<file path="src/rtl/srt_div_fp32_ctrl.sv">
// Sequencing controller for the FP32 radix-4 SRT divider: handshakes operands in, strobes the datapath, holds the result.
// Optional macro SRT_DIV_SPECIAL_BYPASS_EN: classify special operands at accept and answer them without the datapath.
module srt_div_fp32_ctrl #(
  parameter int ITER_COUNT    = 13,
  parameter int DP_RESULT_LAT = 1,
  parameter int TAG_W         = 4
) (
  input  logic             clk,
  input  logic             rst,
  input  logic             in_valid,
  output logic             in_ready,
  input  logic [31:0]      in_dividend,
  input  logic [31:0]      in_divisor,
  input  logic [TAG_W-1:0] in_tag,
  output logic [31:0]      dp_dividend,
  output logic [31:0]      dp_divisor,
  output logic             dp_load,
  output logic             dp_iter_en,
  output logic [3:0]       dp_iter_cnt,
  output logic             dp_round,
  input  logic [31:0]      dp_result,
  output logic             out_valid,
  input  logic             out_ready,
  output logic [31:0]      out_quotient,
  output logic [TAG_W-1:0] out_tag,
  output logic             busy
);

  typedef enum logic [2:0] {
    S_IDLE  = 3'd0,
    S_LOAD  = 3'd1,
    S_ITER  = 3'd2,
    S_ROUND = 3'd3,
    S_WAIT  = 3'd4,
    S_DONE  = 3'd5
  } state_t;

  localparam logic [3:0] ITER_LAST = 4'(ITER_COUNT - 1);
  localparam logic [3:0] WAIT_LAST = 4'((DP_RESULT_LAT > 0) ? DP_RESULT_LAT - 1 : 0);

  state_t           state_q, state_d;
  logic [3:0]       cnt_q, cnt_d;
  logic [31:0]      dividend_q, divisor_q, quot_q;
  logic [TAG_W-1:0] tag_q, out_tag_q;
  logic             accept, bypass, enter_done;
  logic [31:0]      bypass_val;

  assign in_ready = (state_q == S_IDLE) | ((state_q == S_DONE) & out_ready);
  assign accept   = in_valid & in_ready;

`ifdef SRT_DIV_SPECIAL_BYPASS_EN
  // Returns {is_special, packed result}; denormals count as zero.
  function automatic logic [32:0] classify(input logic [31:0] a, input logic [31:0] b);
    logic a_zero, b_zero, a_inf, b_inf, a_nan, b_nan, sgn;
    a_zero = (a[30:23] == 8'h00);
    b_zero = (b[30:23] == 8'h00);
    a_inf  = (a[30:23] == 8'hFF) && (a[22:0] == 23'd0);
    b_inf  = (b[30:23] == 8'hFF) && (b[22:0] == 23'd0);
    a_nan  = (a[30:23] == 8'hFF) && (a[22:0] != 23'd0);
    b_nan  = (b[30:23] == 8'hFF) && (b[22:0] != 23'd0);
    sgn    = a[31] ^ b[31];
    if (a_nan | b_nan | (a_zero & b_zero) | (a_inf & b_inf))
      return {1'b1, 32'h7FC0_0000};
    else if (b_zero | a_inf)
      return {1'b1, sgn, 8'hFF, 23'd0};
    else if (a_zero | b_inf)
      return {1'b1, sgn, 31'd0};
    else
      return {1'b0, 32'd0};
  endfunction

  assign {bypass, bypass_val} = classify(in_dividend, in_divisor);
`else
  assign bypass     = 1'b0;
  assign bypass_val = 32'd0;
`endif

  always_ff @(posedge clk or negedge rst) begin
    if (!rst) begin
      state_q <= S_IDLE;
      cnt_q   <= 4'd0;
    end else begin
      state_q <= state_d;
      cnt_q   <= cnt_d;
    end
  end

  always_comb begin
    state_d    = state_q;
    cnt_d      = cnt_q;
    enter_done = 1'b0;
    case (state_q)
      S_IDLE: begin
        if (accept) state_d = bypass ? S_DONE : S_LOAD;
      end
      S_LOAD: begin
        state_d = S_ITER;
        cnt_d   = 4'd0;
      end
      S_ITER: begin
        if (cnt_q == ITER_LAST) begin
          state_d = S_ROUND;
          cnt_d   = 4'd0;
        end else begin
          cnt_d = cnt_q + 4'd1;
        end
      end
      S_ROUND: begin
        cnt_d = 4'd0;
        if (DP_RESULT_LAT > 0) begin
          state_d = S_WAIT;
        end else begin
          state_d    = S_DONE;
          enter_done = 1'b1;
        end
      end
      S_WAIT: begin
        if (cnt_q == WAIT_LAST) begin
          state_d    = S_DONE;
          cnt_d      = 4'd0;
          enter_done = 1'b1;
        end else begin
          cnt_d = cnt_q + 4'd1;
        end
      end
      S_DONE: begin
        // Consuming and accepting in the same cycle chains straight into the next op.
        if (out_ready) state_d = accept ? (bypass ? S_DONE : S_LOAD) : S_IDLE;
      end
      default: begin
        state_d = S_IDLE;
        cnt_d   = 4'd0;
      end
    endcase
  end

  always_ff @(posedge clk or negedge rst) begin
    if (!rst) begin
      dividend_q <= 32'd0;
      divisor_q  <= 32'd0;
      tag_q      <= '0;
      quot_q     <= 32'd0;
      out_tag_q  <= '0;
    end else begin
      if (accept) begin
        dividend_q <= in_dividend;
        divisor_q  <= in_divisor;
        tag_q      <= in_tag;
      end
      if (accept & bypass) begin
        quot_q    <= bypass_val;
        out_tag_q <= in_tag;
      end else if (enter_done) begin
        quot_q    <= dp_result;
        out_tag_q <= tag_q;
      end
    end
  end

  assign dp_dividend  = dividend_q;
  assign dp_divisor   = divisor_q;
  assign dp_load      = (state_q == S_LOAD);
  assign dp_iter_en   = (state_q == S_ITER);
  assign dp_iter_cnt  = dp_iter_en ? cnt_q : 4'd0;
  assign dp_round     = (state_q == S_ROUND);
  assign out_valid    = (state_q == S_DONE);
  assign out_quotient = quot_q;
  assign out_tag      = out_tag_q;
  assign busy         = (state_q != S_IDLE);

endmodule

</file>
<file path="config.mk">
export PLATFORM = sky130hd
export DESIGN_NAME = srt_div_fp32_ctrl
export DESIGN_NICKNAME = d
export VERILOG_FILES = /design/src/rtl/srt_div_fp32_ctrl.sv
export SDC_FILE = /design/constraint.sdc
export NUM_CORES = 1
export LEC_CHECK = 0
export CAP_MARGIN = 10
export CORE_MARGIN = 4
export CORE_UTILIZATION = 35
export CTS_BUF_LIST = sky130_fd_sc_hd__clkbuf_4
export CTS_CLUSTER_DIAMETER = 120
export DETAILED_ROUTE_END_ITERATION = 8
export PLACE_DENSITY = 0.68
export SLEW_MARGIN = 25
export SYNTH_ARGS = -nofsm -noshare
export SYNTH_HDL_FRONTEND = slang
export SYNTH_SLANG_ARGS = --single-unit
</file>
<file path="constraint.sdc">
create_clock -name clk -period 2.2 [get_ports clk]
set_input_delay 0.44 -clock clk [delete_from_list [all_inputs] [get_ports clk]]
set_output_delay 0.44 -clock clk [all_outputs]
set_load 0.1 [all_outputs]
</file>
==> results of run 1 <==
[worst reg2reg max path, delay by kind of cell, from the launching register on]
family / cells / cell delay [ps]
buffers and inverters: 1 / 80
AND/OR/NAND/NOR: 2 / 460
AO/OA/AOI/OAI: 2 / 740
flip-flops: 1 / 480
adder cells (fa/ha/maj): 1 / 150
[logic make-up after synthesis]
family          after synthesis  share of synthesized area
compound gates               12                     0.0201
xor+xnor                      2                    0.00381
fa+ha+maj                     2                    0.00543
buf+inv                      19                     0.0342
flops                       111                      0.603
mux                         105                      0.298
simple gates                 27                     0.0356
[sequential cells by signal (all words and copies together), names as in the netlist]
name,cells
out_tag,4
dp_dividend,32
dp_divisor,32
out_quotient,32
tag_q,4
state_q,3
cnt_q,4
[what timing repair did]
item	CTS	global route
setup buffers	8	0
hold buffers	1	0
endpoints found under the hold margin	26	0
pin swaps	1	2
endpoints found under the setup margin	10	6
resized for setup	5	5
[cell usage in the layout (no fill, tap or decap), drive strengths merged, types with 4 or more instances in the layout]
master	instances
and3	4
buf	132
clkbuf	10
clkdlybuf4s50	102
dfrtp	111
inv	5
mux2	105
nor2	7
[layer usage]
metal,vias up,track usage,wire [µm],share of wire
met1,1549,0.177,4580,0.40
li1,1443,-,-,-
met3,14,0.0359,704,0.061
met4,0,0.0665,199,0.017
met5,-,0,0,0
met2,110,0.272,6030,0.52
[stage by stage]
stage	hold WS (ps)	util	setup WS, ps	TNS [ps]	std cells
after global placement	391	0.537	11.2	0	661
after detailed placement	394	0.537	-2.88	-3.46	661
final	431	0.556	-37.8	-37.8	686
after global routing	422	0.556	-143	-143	686
after floorplan	144	-	-264	-672	278
after CTS	381	0.554	-101	-101	686
[path summary, 6_finish.rpt]
| path | start | endpoint | depth (start not counted) |
|---|---|---|---|
| min in group clk | dp_dividend[25]$_DFFE_PN0N_ | dp_dividend[25]$_DFFE_PN0N_ | 1 |
| worst min register to register | dp_dividend[25]$_DFFE_PN0N_ | dp_dividend[25]$_DFFE_PN0N_ | 1 |
| worst min-delay path | rst | dp_divisor[12]$_DFFE_PN0N_ | 2 |
| max in group asynchronous | rst | dp_dividend[3]$_DFFE_PN0N_ | 3 |
| worst max-delay path | state_q[0]$_DFFE_PN0P_ | in_ready | 3 |
| worst max register to register | cnt_q[1]$_DFFE_PN0N_ | cnt_q[3]$_DFFE_PN0N_ | 6 |
[layout make-up]
| cell class | count | area [µm²] |
|---|---|---|
| multi-input cells | 148 | 1740 |
| clock buffers | 10 | 75.1 |
| inverters | 4 | 15.0 |
| clock inverters | 6 | 60.1 |
| fillers | 1072 | 5670 |
| repair buffers | 235 | 2220 |
| well taps | 172 | 215 |
| flip-flops and latches | 111 | 2780 |
==> impl_metrics.yaml, run 1 <==
run_status:
  outcome: "complete, but fails checks"
  violations: "setup timing"
layout:
  antennaDiodeCount: 0
  final_area_mm2: 0.00710
  layout-drive-gt1-share: 0.525
  final_nets: 615
  synthToLayoutAreaGrowth_pct: 54.3
synth:
  ys.flop_type: "dfrtp_1"
  synth_top_area_frac: 0.603
  ys_seq_area_frac: 0.603
  synth_commonest_cells: "dfrtp_1 (111), mux2_2 (55), mux2_4 (50)"
  synthTopCellsByArea: "dfrtp_1 (60%), mux2_4 (16%), mux2_2 (13%)"
  synth_area_mm2: 0.00460
  synth_async_sr_flop_share: 1.00
  yosys.cell_types.count: 35
  yosys.area.top_type: "dfrtp_1"
  ys_ff_latch: 111
  yosysWarnings: 0
  synth.most_common_cell: "dfrtp_1"
  syn_inst: 278
  avgSynthCellArea_um2: 16.6
  synth_edf_count: 0
  syn-num-nets: 384
setup_path:
  critical-path-max-stage-delay_ps: 440
  path_cells: "or3_4 > a211oi_4 > buf_12"
  crit_type: "flop to output port"
  crit_arrival_ps: 1800
  cp-end-kind: "output port"
  critPathTopFamily: "flip-flops"
  crit_path_start_kind: "flop"
  cp_slowest_cell: "dfrtp_2"
  crit_fanout: 2
  cp.required_ps: 1760
  crit_buf_inv: 1
  r2r_slack_ps: 200
clocking:
  ctsHtreeMaxLevel: 3
  cts_max_path_buffers: 2
  cts_buffers: 9
  clk_pin_slew_ps: 160
  cts_tree: "done"
  numClockSinks: 111
  clk_latency_ps: 460
  root_buffer: "clkbuf_4"
timing:
  period_needed_ps: 2240
  fmax_mhz: 447
  max_slew_margin: 0.617
  finalCritPeriodShare: 1.02
  drv_slew: 0
  hold_violations: 0
  grt_setup_unrepaired: "true"
  clock_skew_ps: 17.3
  setup_viol: 1
  layout_setup_ws_ps: -37.8
  worst_pin_slew_ps: 574
floorplanning:
  coreArea_mm2: 0.0128
  die_x_um: 123
  die_area_mm2: 0.0151
  start_util: 0.360
  num_rows: 41
  io_pins: 214
  chipHeight_um: 123
global_routing:
  grt_pass1_vias: 3402
  grtUsageTotal: 0.154
  grt_first_pass_wirelength_um: 17800
  grt_max_degree: 57
  gr-total-overflow: 0
  antenna_found_initial: 0
place:
  placed_area_mm2: 0.00686
  globalplace.congestion: 0.739
  place_hpwl_um: 8640
  io_buffers: 213
drt:
  vias: 3116
  drtIter0Drc: 108
  avgViaCountPerCell: 4.54
  drc: 0
  postRouteAntennaNets: 0
  firstDrtPassIters: 3
  drt_wl_total_um: 11500
  wl_per_cell_um: 16.8
flow_run:
  drv_cap: 0
worst_hold_path:
  hp-class: "primary input to asynchronous set/reset pin"
Power of run 1 is left out: the tool's default activity adds up to more than one toggle a clock period on the data nets, which glitch-free logic cannot reach.
==> inputs of run 2 (changes only) <==
--- a/config.mk
+++ b/config.mk
@@ -6,7 +6,7 @@
 export NUM_CORES = 1
 export LEC_CHECK = 0
 export CAP_MARGIN = 10
-export CORE_MARGIN = 4
+export CORE_ASPECT_RATIO = 1.4
 export CORE_UTILIZATION = 35
 export CTS_BUF_LIST = sky130_fd_sc_hd__clkbuf_4
 export CTS_CLUSTER_DIAMETER = 120
==> run 2 against run 1 <==
The flow still finishes with violations (setup timing). Hold slack lost 51 ps. Global-route usage grew 0.61 points. Highest routed layer unchanged. Maximum frequency increased by 1.7%. Clock-buffer cell count decreased by 1. Cell area decreased by 1.6%. First-iteration DRC count is 38% lower. Register-to-register slack hardly changed. Critical endpoint unchanged.
==> impl_metrics.yaml, run 2 (synthesis gave the netlist of run 1 again) <==
floorplanning:
  num_rows: 49
  die_x_um: 98.9
  chipHeight_um: 138
  io_pins: 214
  start_util: 0.359
  coreArea_mm2: 0.0128
  die_area_mm2: 0.0136
global_routing:
  grt_max_degree: 50
  grt_first_pass_wirelength_um: 16600
  gr-total-overflow: 0
  antenna_found_initial: 0
  grt_pass1_vias: 3225
  grtUsageTotal: 0.160
timing:
  worst_pin_slew_ps: 568
  setup_viol: 1
  drv_slew: 0
  layout_setup_ws_ps: -0.353
  period_needed_ps: 2200
  finalCritPeriodShare: 1.00
  hold_violations: 0
  clock_skew_ps: 21.8
  grt_setup_unrepaired: "true"
  fmax_mhz: 454
  setup_tns_ps: -0.353
  max_slew_margin: 0.621
setup_path:
  crit_type: "flop to output port"
  path_cells: "or3_4 > a211oi_4 > buf_12"
  r2r_end: "dp_dividend[26]$_DFFE_PN0N_"
  r2r_slack_ps: 190
  cp.required_ps: 1760
  critical-path-max-stage-delay_ps: 450
  crit_arrival_ps: 1760
  cp-end-kind: "output port"
  rr_worst_depth: 7
  crit_buf_inv: 1
  critPathTopFamily: "flip-flops"
  cp_slowest_cell: "dfrtp_2"
  crit_fanout: 3
  crit_path_start_kind: "flop"
  rr_startpoint: "state_q[0]$_DFFE_PN0P_"
layout:
  antennaDiodeCount: 0
  nFillCells: 1099
  final_nets: 605
  layout-drive-gt1-share: 0.512
  post-route-util: 0.545
  final_common_cell: "dfrtp_1"
  synthToLayoutAreaGrowth_pct: 51.8
  layout_common_cells: "dfrtp_1 (109), buf_4 (107), clkdlybuf4s50_1 (102)"
place:
  place_ws_ps: -71.2
  globalplace.congestion: 0.728
  io_buffers: 213
  place_hpwl_um: 7940
drt:
  routed-wl-met2_um: 5970
  drt_wl_total_um: 11000
  postRouteAntennaNets: 0
  drtIter0Drc: 67
  met1Wirelength_um: 4270
  drc: 0
  top_layer_used: "met4"
  vias: 3081
  avgViaCountPerCell: 4.69
  firstDrtPassIters: 4
  wl_per_cell_um: 16.8
  wl_met3_um: 652
clocking:
  ctsHtreeMaxLevel: 3
  root_buffer: "clkbuf_4"
  numClockSinks: 111
  clk_pin_slew_ps: 190
  cts_tree: "done"
  clk_latency_ps: 460
  cts_buffers: 9
  cts_max_path_buffers: 2
run_status:
  outcome: "complete, but fails checks"
  violations: "setup timing"
flow_run:
  drv_cap: 0
worst_hold_path:
  hp-class: "primary input to asynchronous set/reset pin"
-- run 2: final cells by class --
cell class                      instances  area [µm²]  area share
Sequential cell                       111        2780       0.398
Timing Repair Buffer                  225        2130       0.305
Multi-Input combinational cell        148        1720       0.246
Tap cell                              153         191      0.0274
Clock inverter                          7        78.8      0.0113
Clock buffer                            9        67.6     0.00967
Inverter                                4        15.0     0.00215
-- run 2: routing by layer --
metal,track usage,vias up
li1,-,1422
met1,0.183,1542
met2,0.287,109
met3,0.0411,8
met4,0.0556,0
met5,0,-
-- run 2: worst max path at each step --
| stage | startpoint | endpoint | slack, ps | cells after the start |
|---|---|---|---|---|
| floorplan | state_q[2]$_DFFE_PN0P_ | in_ready | -260 | 3 |
| global placement | out_ready | dp_divisor[31]$_DFFE_PN0N_ | -60 | 6 |
| detailed placement | out_ready | dp_dividend[28]$_DFFE_PN0N_ | -70 | 6 |
| CTS | state_q[2]$_DFFE_PN0P_ | in_ready | -50 | 3 |
| global route | state_q[2]$_DFFE_PN0P_ | in_ready | -100 | 3 |
| finish | state_q[2]$_DFFE_PN0P_ | in_ready | -0.4 | 3 |
-- run 2: metrics by stage --
| step | hold slack (ps) | instances | area (µm²) |
|---|---|---|---|
| 2_1_floorplan | 144 | 278 | 4640 |
| 5_1_grt | 368 | 657 | 6990 |
| 3_3_place_gp | 359 | 635 | 6770 |
| 4_1_cts | 363 | 656 | 6960 |
| 3_5_place_dp | 366 | 635 | 6770 |
| 6_report | 380 | 657 | 6990 |
-- run 2: what timing repair did --
action                                  CTS  global route
setup buffers                             4             1
cloned                                    0             0
hold buffers                              1             0
pin swaps                                 0             2
gates resized for setup                   2             5
endpoints found under the hold margin    21             0
endpoints found under the setup margin    6             6
Power of run 2 is left out for the same reason.
